`config.mk`:
```
export PLATFORM = sky130hd
export DESIGN_NAME = fft_issue_ctrl
export DESIGN_NICKNAME = d
export VERILOG_FILES = /design/src/rtl/fft_issue_ctrl.sv
export SDC_FILE = /design/constraint.sdc
export NUM_CORES = 1
export LEC_CHECK = 0
export CORE_MARGIN = 2
export CORE_UTILIZATION = 34
export CTS_CLUSTER_DIAMETER = 80
export DETAILED_ROUTE_END_ITERATION = 8
export SLEW_MARGIN = 20
export SYNTH_ARGS = -nofsm -noshare
export SYNTH_HDL_FRONTEND = slang
export SYNTH_SLANG_ARGS = --single-unit
```
`constraint.sdc`:
```
create_clock -name clk -period 2.55 [get_ports clk]
set_input_delay 0.3825 -clock clk [delete_from_list [all_inputs] [get_ports clk]]
set_output_delay 0.3825 -clock clk [all_outputs]
set_load 0.01 [all_outputs]
```
`src/rtl/fft_issue_ctrl.sv`:
```
// rtl/fft_issue_ctrl.sv - custom-0 FFT issue sequencer: operand check, accelerator launch, stall and status writeback
// Holds the pipeline from the fft_start cycle until the status word is written back.
module fft_issue_ctrl #(
  parameter int ADDR_W    = 32,
  parameter int LOG2N_MAX = 10,
  parameter int TIMEOUT   = 4096
) (
  input  logic              clk,
  input  logic              rst_n,
  input  logic              fft_start,
  input  logic [31:0]       rs1_val,
  input  logic [31:0]       rs2_val,
  input  logic [4:0]        rd_addr,
  output logic              stall,
  output logic              busy,
  output logic              acc_start,
  output logic              acc_abort,
  output logic [ADDR_W-1:0] acc_base,
  output logic [3:0]        acc_log2n,
  input  logic              acc_busy,
  input  logic              acc_done,
  output logic              wb_en,
  output logic [4:0]        wb_rd,
  output logic [31:0]       wb_data
);

  localparam int CW = $clog2(TIMEOUT) + 1;
  localparam logic [CW-1:0] T_LAST = CW'(TIMEOUT - 1);
  localparam logic [3:0] L_MAX = 4'(LOG2N_MAX);

  typedef enum logic [2:0] {IDLE, CHECK, LAUNCH, WAIT, WB} state_t;

  state_t        state;
  logic [CW-1:0] cnt;
  logic [CW-1:0] cnt_inc;
  logic          timeout_hit;
  logic          operands_ok;

  function automatic logic [15:0] sat16(input logic [CW-1:0] v);
    logic [31:0] ext;
    ext = 32'(v);
    return (ext > 32'h0000_FFFF) ? 16'hFFFF : ext[15:0];
  endfunction

  assign cnt_inc = cnt + CW'(1);
  // >= rather than == so a launch granted on the last cycle still times out in WAIT
  assign timeout_hit = (cnt >= T_LAST);
  assign operands_ok = (acc_log2n >= 4'd2) && (acc_log2n <= L_MAX) && (acc_base[2:0] == 3'b000);

  assign stall     = ((state == IDLE) && fft_start) || (state == CHECK) || (state == LAUNCH) || (state == WAIT);
  assign busy      = (state != IDLE);
  assign wb_en     = (state == WB);
  assign acc_start = (state == LAUNCH) && !acc_busy;
  assign acc_abort = timeout_hit && (((state == LAUNCH) && acc_busy) || ((state == WAIT) && !acc_done));

  always_ff @(posedge clk or negedge rst_n) begin
    if (!rst_n) begin
      state     <= IDLE;
      cnt       <= '0;
      acc_base  <= '0;
      acc_log2n <= '0;
      wb_rd     <= '0;
      wb_data   <= '0;
    end else begin
      case (state)
        IDLE: begin
          if (fft_start) begin
            acc_base  <= rs1_val[ADDR_W-1:0];
            acc_log2n <= rs2_val[3:0];
            wb_rd     <= rd_addr;
            cnt       <= '0;
            state     <= CHECK;
          end
        end
        CHECK: begin
          if (operands_ok) begin
            state <= LAUNCH;
          end else begin
            wb_data <= {sat16(cnt), 14'b0, 2'd2};
            state   <= WB;
          end
        end
        LAUNCH: begin
          cnt <= cnt_inc;
          if (!acc_busy) begin
            state <= WAIT;
          end else if (timeout_hit) begin
            wb_data <= {sat16(cnt), 14'b0, 2'd3};
            state   <= WB;
          end
        end
        WAIT: begin
          cnt <= cnt_inc;
          if (acc_done) begin
            wb_data <= {sat16(cnt_inc), 14'b0, 2'd0};
            state   <= WB;
          end else if (timeout_hit) begin
            wb_data <= {sat16(cnt), 14'b0, 2'd3};
            state   <= WB;
          end
        end
        WB:      state <= IDLE;
        default: state <= IDLE;
      endcase
    end
  end

endmodule

```
==> Word level (Yosys, flattened, before mapping) <==
Index checks and enable logic that the tools add are counted.
{ "word_totals": {"ff_bits": 89, "output_inout_bits": 78, "word_cells": 52} }
{ "op_classes": {"addsub": 1, "n_lt_le_gt_ge": 3, "n_eq_ne": 7, "n_mux": 13, "n_reduce_logical": 22} }
{ "ops": {"columns": ["op", "n"], "rows": [
  ["two-way mux 32 bit", 4],
  ["case mux 32 bit (3 select lines)", 1],
  ["case mux 13 bit (2 select lines)", 1],
  ["two-way mux 3 bit", 5],
  ["adder 13 x 1 -> 13 bit, second input constant", 1],
  [">= comparator 13 x 12 -> 1 bit, second input constant", 1],
  ["two-way mux 13 bit", 1],
  ["case mux 3 bit (4 select lines)", 1],
  ["logical AND 1 bit", 7],
  ["equality test 3 x 2 -> 1 bit, second input constant", 2],
  ["zero test 3 bit", 2],
  ["inequality test 2 bit, second input constant", 3],
  ["nonzero test 3 bit", 2],
  [">= comparator 4 x 2 -> 1 bit, second input constant", 1],
  ["less-or-equal comparator 4 bit, second input constant", 1],
  ["logical OR 1 bit", 4],
  ["AND reduction 2 bit", 2],
  ["equality test 3 x 1 -> 1 bit, second input constant", 1],
  ["equality test 3 bit, second input constant", 1],
  ["AND reduction 3 bit", 1],
  ["zero test 1 bit", 2],
  ["nonzero test 2 bit", 1],
  ["OR reduction 2 bit", 1]
]} }

==> Depth between registers and ports, before layout <==
Gate-level depths: netlist of the first run.
{ "depth": {"depth_word": 5, "mapped_depth": 7, "depth_no_buf": 6} }

==> Least setup slack after synthesis of the first run <==
Ideal clock, no wire load.
{ "synth_timing": {"path_type": "register to register", "from": "register cnt[0]", "to": "register wb_data[24]", "t_arrival_ns": 1.950, "required_time_ns": 2.426, "setup_slack_ns": 0.476, "stages_incl_launch_ff": 8, "n_path_buf": 1, "cell_sequence": "dfrtp_1 > ha_1 > a21o_1 > a41o_2 > a21o_2 > buf_6 > o211a_1 > a211o_1"} }
{ "synth_via": {"elab_chain_cells": 4} }
{ "synth_rtl": {"columns": ["item", "line_no", "source"], "rows": [
  ["start, declared", "34", "logic [CW-1:0] cnt;"],
  ["start signal, assigned", "84", "cnt <= cnt_inc;"],
  ["start signal, assigned", "93", "cnt <= cnt_inc;"],
  [">= comparator 13 x 12 -> 1 bit", "47", "assign timeout_hit = (cnt >= T_LAST);"],
  ["two-way mux 32 bit", null, null],
  ["two-way mux 32 bit (on tied branches)", null, null],
  ["case mux 32 bit (3 select lines) *", "65", "case (state)"],
  ["end signal, assigned", "79", "wb_data <= {sat16(cnt), 14'b0, 2'd2};"],
  ["end signal, assigned", "95", "wb_data <= {sat16(cnt_inc), 14'b0, 2'd0};"],
  ["end signal, assigned", "98", "wb_data <= {sat16(cnt), 14'b0, 2'd3};"],
  ["end, declared", "24", "output logic [31:0] wb_data"]
]} }
Every way passes the cells marked *; elsewhere a longest branch is shown, timed or not. The select of a mux whose other input is x is not followed.
A chain may end at the register's enable or synchronous reset.

==> Worst setup path in the final report of the first run <==
{ "layout_timing": {"from": "register cnt[0]", "to": "output acc_abort"} }
{ "layout_via": {"elab_chain_cells": 2} }
{ "layout_rtl": {"columns": ["item", "line_no", "source"], "rows": [
  [">= comparator 13 x 12 -> 1 bit", "47", null],
  ["logical AND 1 bit", "54", "assign acc_abort = timeout_hit && (((state == LAUNCH) && acc_busy) || ((state == WAIT) && !acc_done));"],
  ["end, declared", "17", "output logic acc_abort,"]
]} }
Every way passes these cells.

==> metrics.md, run 1 <==
| Metric | Value |
|---|---|
| Post-route setup TNS | `0 ns` |
| Core Region | `10980 µm²` |
| Leak | `2.427 nW` |
| Post-synth EDFFs | `0` |
| Top-Level Pins | `152` |
| Post-synthesis async set-or-reset flop share | `100.0%` |
| Layout Skew | `0.008841 ns` |
| Fin crit share | `95.79%` |
| Detailed Routing Iterations Pass 1 | `4` |
| Number of global-route vias before repair | `3078` |
| Wire length per cell | `16.11 µm` |
| Via/cell ratio | `5.067` |
| CP delay by family, top | `buffers and inverters` |
| Status | `completed` |
| Adder-Cell Fraction of Synth Area | `0.3227%` |
| Clock-pin slew on the worst setup and hold paths | `0.07 ns` |
| Max_slew headroom | `64.21%` |
| F_max | `0.4094 GHz` |
| Seq/Total Area, Yosys | `57.44%` |
| Kind of critical path | `reg2out` |
| Count of hold-fix buffers inserted at cts | `0` |
| Top FF cell, synth | `dfrtp_1` |
| Final hold vios | `0` |
| Gate count after technology mapping | `329` |
| Buf+Inv Stages, Crit Path | `1` |
| Detailed Route Iter0 Violations | `117` |
| Number of buffers added on ports | `123` |
| Initial Utilization | `35.30%` |
| GRT overflow | `0` |
| Crit end category | `primary output` |
| Post-layout util | `51.05%` |
| Clk sink count | `89` |
| Global-route wire length before repair | `16170 µm` |
| Post-synthesis mux area share | `12.17%` |
| Post-route minimum period | `2.443 ns` |
| Worst VDD drop | `575.9 µV` |
| CP max-delay cell | `clkdlybuf4s50_1` |
| Post-synthesis cell area | `3877 µm²` |
| Final Non-Filler Cells | `600` |
| Vias | `3040` |
| Least-Margin Pin Slew | `0.5367 ns` |
| Area of the multi-input gates | `1515 µm²` |
| Largest family of logic cells by synthesized area | `compound AO/OA/AOI/OAI gates` |
| CP Launch Type | `flop` |
| Final Wtd Congestion | `0.8055` |
| Reg area | `2227 µm²` |
| CTS root buf | `clkbuf_16` |
| Final #Nets | `530` |
| DP Worst Slack | `0.2843 ns` |
| Synth Area in Compound Gates | `13.17%` |
| Synth Area per Inst | `11.79 µm²` |
| Total GRT Usage | `16.24%` |
| Number of fillers in the final layout | `992` |
| Max-cap violation count | `0` |
| Yosys warning total | `0` |
| Maximum fanout along the worst path | `6` |
| Syn_nets | `404` |
| Die ar. | `12270 µm²` |
| Share of layout cells above drive strength 1 | `19.13%` |
| Initial antenna violation count | `0` |
| Cell Pwr Density | `1022 nW/µm²` |
| Worst-Skew Late Latency | `0.35 ns` |
| Placed cell area | `5293 µm²` |
| DRT antenna net count | `0` |
| Post-route cell area | `5607 µm²` |
| Final Max Slew Viols | `0` |
| Clock Tree Buf Depth | `2` |
| Worst path cell trace | `ha_2 > a21o_1 > a41oi_2 > nor3_1 > clkdlybuf4s50_1` |
| DRC Markers | `0` |
| # H-tree levels | `3` |
| Data arrival, critical path | `2.06 ns` |
| Xor/xnor cell area share of the yosys netlist | `0.2259%` |
| Area delta synth->final | `44.60%` |
| Placed insts | `584` |
| Post-synthesis simple-gate area fraction | `12.81%` |
| Unrepaired setup endpoints after global routing | `no` |
| Final HPWL DP | `6618 µm` |
| Die width | `110.8 µm` |
| Final WL | `9665 µm` |
| Largest net degree at the start of global routing | `90` |
| Distinct cells, synth | `50` |
| Req. time, crit path | `2.17 ns` |
| Hold WC Path Type | `in2async` |
| Worst stage delay on the critical path | `0.60 ns` |
| Chip height | `110.8 µm` |
| #FFs+latches synth | `89` |
| # rows | `38` |
| Final worst slack | `0.1074 ns` |
| CTS Buf Count | `9` |
| Final setup viols | `0` |
| Postcts setup bufs | `0` |
| CTS tree | `done` |
| Ant. Diodes | `0` |
flip-flops by register name, indices dropped and copies added (netlist names):
register,flops
cnt,13
acc_base,32
acc_log2n,4
state,3
wb_rd,5
wb_data,32
logic make-up after synthesis:
logic type	Yosys count
simple gates	87
xor+xnor	1
fa+ha+maj	1
flops	89
compound gates	79
buf+inv	30
mux	42
Yosys cell counts, types with 4 or more instances:
master	n	area [µm²]
o21ai_0	25	125.1
and3_1	18	112.6
and3_2	4	30.03
nand2_1	17	63.81
a22oi_1	4	30.03
nor2_1	14	52.55
o22ai_1	4	25.02
clkbuf_1	11	41.29
a31oi_1	5	31.28
mux2_2	41	461.7
inv_1	9	33.78
a21oi_1	17	85.08
o2bb2ai_1	6	52.55
buf_2	6	30.03
nand3_1	4	20.02
nor3_1	10	50.05
dfrtp_1	89	2227
buf_6	4	45.04
final cells by class:
cell class	count	share of cell area (%)
Inverter	9	0.6025
Sequential cell	89	39.72
Tap cell	140	3.124
Multi-Input combinational cell	210	27.03
Timing Repair Buffer	136	24.10
Clock inverter	6	1.339
Clock buffer	10	4.084
metrics by stage:
| step | hold WS (ns) | power [mW] |
|---|---|---|
| after floorplan | 0.08691 | 3.272 |
| after global placement | 0.4648 | 4.383 |
| after detailed placement | 0.4690 | 4.416 |
| after CTS | 0.09615 | 5.811 |
| after global routing | 0.1043 | 6.084 |
| final | 0.05305 | 5.733 |
per-layer routing:
layer | up-vias | wire [µm] | GRT usage (%)
met4 | 0 | 90 | 5.000
met2 | 111 | 4342 | 24.05
met5 | - | 0 | 0
li1 | 1444 | - | -
met3 | 7 | 1057 | 7.217
met1 | 1478 | 4174 | 21.44
where the power goes:
part / internal, mW / switching (mW) / leakage [nW] / total, mW
Combinational: 1.31 / 0.999 / 1.14 / 2.31
Clock: 0.775 / 0.583 / 0.146 / 1.36
Sequential: 1.80 / 0.269 / 1.15 / 2.07
repair_timing:
action | CTS | global route
gates resized for setup | 0 | 2
setup endpoints to repair | 0 | 1
endpoints found under the hold margin | 0 | 0
placed cells by master, fill, tap and decap left out, drive strengths merged, types with 2 or more instances in the layout:
| cell type | netlist | routed |
|---|---|---|
| a22oi | 4 | 4 |
| nor2 | 15 | 15 |
| and3 | 22 | 22 |
| clkbuf | 11 | 10 |
| inv | 9 | 12 |
| nor3 | 10 | 10 |
| o21ai | 26 | 26 |
| o22ai | 4 | 4 |
| and4 | 3 | 3 |
| a211o | 2 | 2 |
| and2 | 4 | 4 |
| a21oi | 17 | 17 |
| dfrtp | 89 | 89 |
| nand2 | 17 | 17 |
| a21o | 3 | 3 |
| a221o | 2 | 2 |
| o2bb2ai | 6 | 6 |
| o31ai | 2 | 2 |
| a31oi | 5 | 5 |
| clkdlybuf4s50 | 0 | 122 |
| nor2b | 2 | 2 |
| nand3 | 4 | 4 |
| nor3b | 2 | 2 |
| buf | 10 | 14 |
| nand4 | 2 | 2 |
| mux2 | 41 | 41 |
worst paths after layout:
| check | start | to | slack, ns | depth (start not counted) |
|---|---|---|---|---|
| max | cnt[0] | acc_abort | 0.11 | 5 |
| min | rst_n | acc_base[20] | 0.05 | 2 |
| max reg2reg | cnt[0] | wb_data[17] | 0.46 | 6 |
| min reg2reg | wb_data[1] | wb_data[1] | 0.48 | 1 |
| max in group asynchronous | rst_n | wb_data[24] | 2.10 | 2 |
| min in group clk | wb_data[1] | wb_data[1] | 0.48 | 1 |
Power figures use the tool's default switching activity.
==> inputs of run 2 (changes only) <==
==> constraint.sdc (replaced) <==
create_clock -name clk -period 2.4 [get_ports clk]
set_input_delay 0.36 -clock clk [delete_from_list [all_inputs] [get_ports clk]]
set_output_delay 0.36 -clock clk [all_outputs]
set_load 0.01 [all_outputs]
==> run 2 against run 1 <==
Sequential share of layout area is 0.37 points lower. Total power is 8.4% higher. Global-route usage is 0.47 points higher. Wire length is 2.7% higher. Final cell count is 1.0% higher. Clock skew is 0.0019 ns higher. Clock power is 13% higher. Via count is 1.3% higher. Setup slack better by 0.058 ns. Register-to-register slack worse by 0.07 ns. The flow now finishes with violations (negative hold slack). Highest routed layer unchanged. Largest power group unchanged.
==> metrics.md, run 2 (same netlist as run 1, synthesis figures left out) <==
| Metric | Value |
|---|---|
| Status | `complete, but fails checks` |
| Violated checks | `negative hold slack` |
| Max_slew headroom | `65.24% (+1.0 points)` |
| Crit Reg-Reg Endpoint | `wb_data[17]` |
| Vias | `3079 (+1.3%)` |
| Initial antenna violation count | `0 (unchanged)` |
| Post-layout util | `51.58% (+0.54 points)` |
| Unrepaired setup endpoints after global routing | `no` |
| Final setup viols | `0 (unchanged)` |
| Worst-Skew Late Latency | `0.34 ns (about the same)` |
| Area delta synth->final | `46.11%` |
| Placed insts | `590 (+1.0%)` |
| CTS root buf | `clkbuf_16` |
| Final #Nets | `536 (+1.1%)` |
| Critical Path Stages | `2 (-3)` |
| Worst path cell trace | `or3_1 > clkdlybuf4s50_1` |
| Least-Margin Pin Slew | `0.5213 ns (-0.01548 ns)` |
| Data arrival, critical path | `1.88 ns (-0.18 ns)` |
| # H-tree levels | `3 (unchanged)` |
| Max-cap violation count | `0 (unchanged)` |
| Cell Pwr Density | `1096 nW/µm² (+7.2%)` |
| Final HPWL DP | `6995 µm (+5.7%)` |
| Leak | `2.488 nW (+2.5%)` |
| Placed cell area | `5325 µm² (+0.61%)` |
| Chip height | `110.8 µm (unchanged)` |
| Clk network pwr share | `24.8% (+1.1 points)` |
| Top flop regs | `acc_base x32, wb_data x32, cnt x13` |
| Logic pwr share | `40.0% (-0.3 points)` |
| Final Wtd Congestion | `0.8191 (+1.7%)` |
| Post-route cell area | `5665 µm² (+1.0%)` |
| Die ar. | `12270 µm² (unchanged)` |
| Req. time, crit path | `2.04 ns (-0.13 ns)` |
| CP Launch Type | `flop` |
| CTS Buf Count | `9 (unchanged)` |
| Layout Skew | `0.01077 ns (+0.001927 ns)` |
| Final WL | `9924 µm (+2.7%)` |
| Post-route setup TNS | `0 ns (unchanged)` |
| Switching share of power | `31.77% (-0.51 points)` |
| Post-route minimum period | `2.235 ns` |
| Detailed Routing Iterations Pass 1 | `4 (unchanged)` |
| Global-route wire length before repair | `16680 µm (+3.2%)` |
| Share of layout cells above drive strength 1 | `20.60% (+1.5 points)` |
| Ant. Diodes | `0 (unchanged)` |
| CTS tree | `done` |
| Total GRT Usage | `16.71% (+0.47 points)` |
| Count of hold-fix buffers inserted at cts | `0 (unchanged)` |
| GRT overflow | `0 (unchanged)` |
| Clk sink count | `89 (unchanged)` |
| DRC Markers | `0 (unchanged)` |
| Wire length per cell | `16.38 µm (+1.7%)` |
| Worst VDD drop | `609.3 µV (+5.8%)` |
| Worst stage delay on the critical path | `0.55 ns (-0.05 ns)` |
| Hold WC Path Type | `in2async` |
| Most frequent cells in the layout | `clkdlybuf4s50_1 (121), dfrtp_1 (87), mux2_2 (41)` |
| Die width | `110.8 µm (unchanged)` |
| Core Region | `10980 µm² (unchanged)` |
| # rows | `38 (unchanged)` |
| Fin crit share | `93.13%` |
| Number of global-route vias before repair | `3311 (+7.6%)` |
| Internal Power | `4.238 mW (+9.2%)` |
| Postcts setup bufs | `0 (unchanged)` |
| Reg2Reg Launch Point | `cnt[0]` |
| Final hold vios | `17 (+17)` |
| CP max-delay cell | `clkdlybuf4s50_1` |
| Largest net degree at the start of global routing | `43 (-52%)` |
| Clock-pin slew on the worst setup and hold paths | `0.07 ns (about the same)` |
| Worst reg2reg path depth | `6 (unchanged)` |
| Clock Tree Buf Depth | `2 (unchanged)` |
| CP delay by family, top | `buffers and inverters` |
| Top-Level Pins | `152 (unchanged)` |
| Final Non-Filler Cells | `606 (+1.0%)` |
| Worst hold margin | `-0.006523 ns (-0.05957 ns)` |
| Initial Utilization | `35.30% (unchanged)` |
| Switch Pwr | `1.974 mW (+6.7%)` |
| Via/cell ratio | `5.081 (+0.28%)` |
| Crit end category | `primary output` |
| Detailed Route Iter0 Violations | `79 (-32%)` |
| DRT antenna net count | `0 (unchanged)` |
| Maximum fanout along the worst path | `12 (+6)` |
| Buf+Inv Stages, Crit Path | `1 (unchanged)` |
| Sequential cell fraction of total power | `35.2% (-0.8 points)` |
| Kind of critical path | `reg2out` |
| Number of buffers added on ports | `123 (unchanged)` |
| Final Max Slew Viols | `0 (unchanged)` |
| Setup slack, reg-to-reg | `0.39 ns (-0.07 ns)` |
| Most common cell after layout, fill and taps aside | `clkdlybuf4s50_1` |
| F_max | `0.4474 GHz` |
[run 2: layer usage]
metal  global-route usage [%]  vias to the layer above  share of wire [%]
met5                        0                        -                  0
met4                    6.750                        0                1.2
met3                    7.709                       12                9.9
met2                    25.07                      108                 46
met1                    20.90                     1505                 43
li1                         -                     1454                  -
[run 2: worst reg2reg max path, delay by kind of cell, from the launching register on]
kind,cells,cell delay (ns)
AOI/OAI and AO/OA,4,1.12
DFF,1,0.38
adders and majority gates,1,0.21
and+or+nand+nor,1,0.19
[run 2: metrics by stage]
step	power (mW)	hold WS (ns)	setup WS, ns
global route	6.589	0.02856	0.07896
floorplan	3.477	0.06441	0.3265
detailed placement	4.713	0.3783	0.2012
finish	6.212	-0.006523	0.1650
global placement	4.680	0.3787	0.2348
CTS	6.301	0.006284	0.005374
[run 2: power by group through the flow]
stage	clock network, mW	registers, mW	logic, mW
5_1_grt	1.66	2.25	2.68
3_3_place_gp	0	2.19	2.49
3_5_place_dp	0	2.21	2.50
4_1_cts	1.58	2.20	2.52
6_report	1.54	2.19	2.48
2_1_floorplan	0	2.34	1.13
[run 2: worst max path at each step]
stage / slack (ns) / endpoint / from
after CTS: 0.005 / acc_abort / cnt[4]
final: 0.16 / busy / state[0]
after detailed placement: 0.20 / wb_data[22] / acc_done
after global routing: 0.08 / busy / state[0]
after global placement: 0.23 / wb_data[22] / acc_done
after floorplan: 0.33 / wb_data[24] / cnt[0]
[run 2: cell type report]
class,count,area [µm²]
clock buffer,9,225.2
clock inverter,7,102.6
fill,999,5318
timing repair buffer,142,1386
multi-input combinational,210,1513
inverter,9,33.78
tap,140,175.2
sequential,89,2230
[run 2: repair_timing]
item	4_1_cts	5_1_grt
resized for setup	3	1
setup endpoints to repair	1	1
cloned	0	0
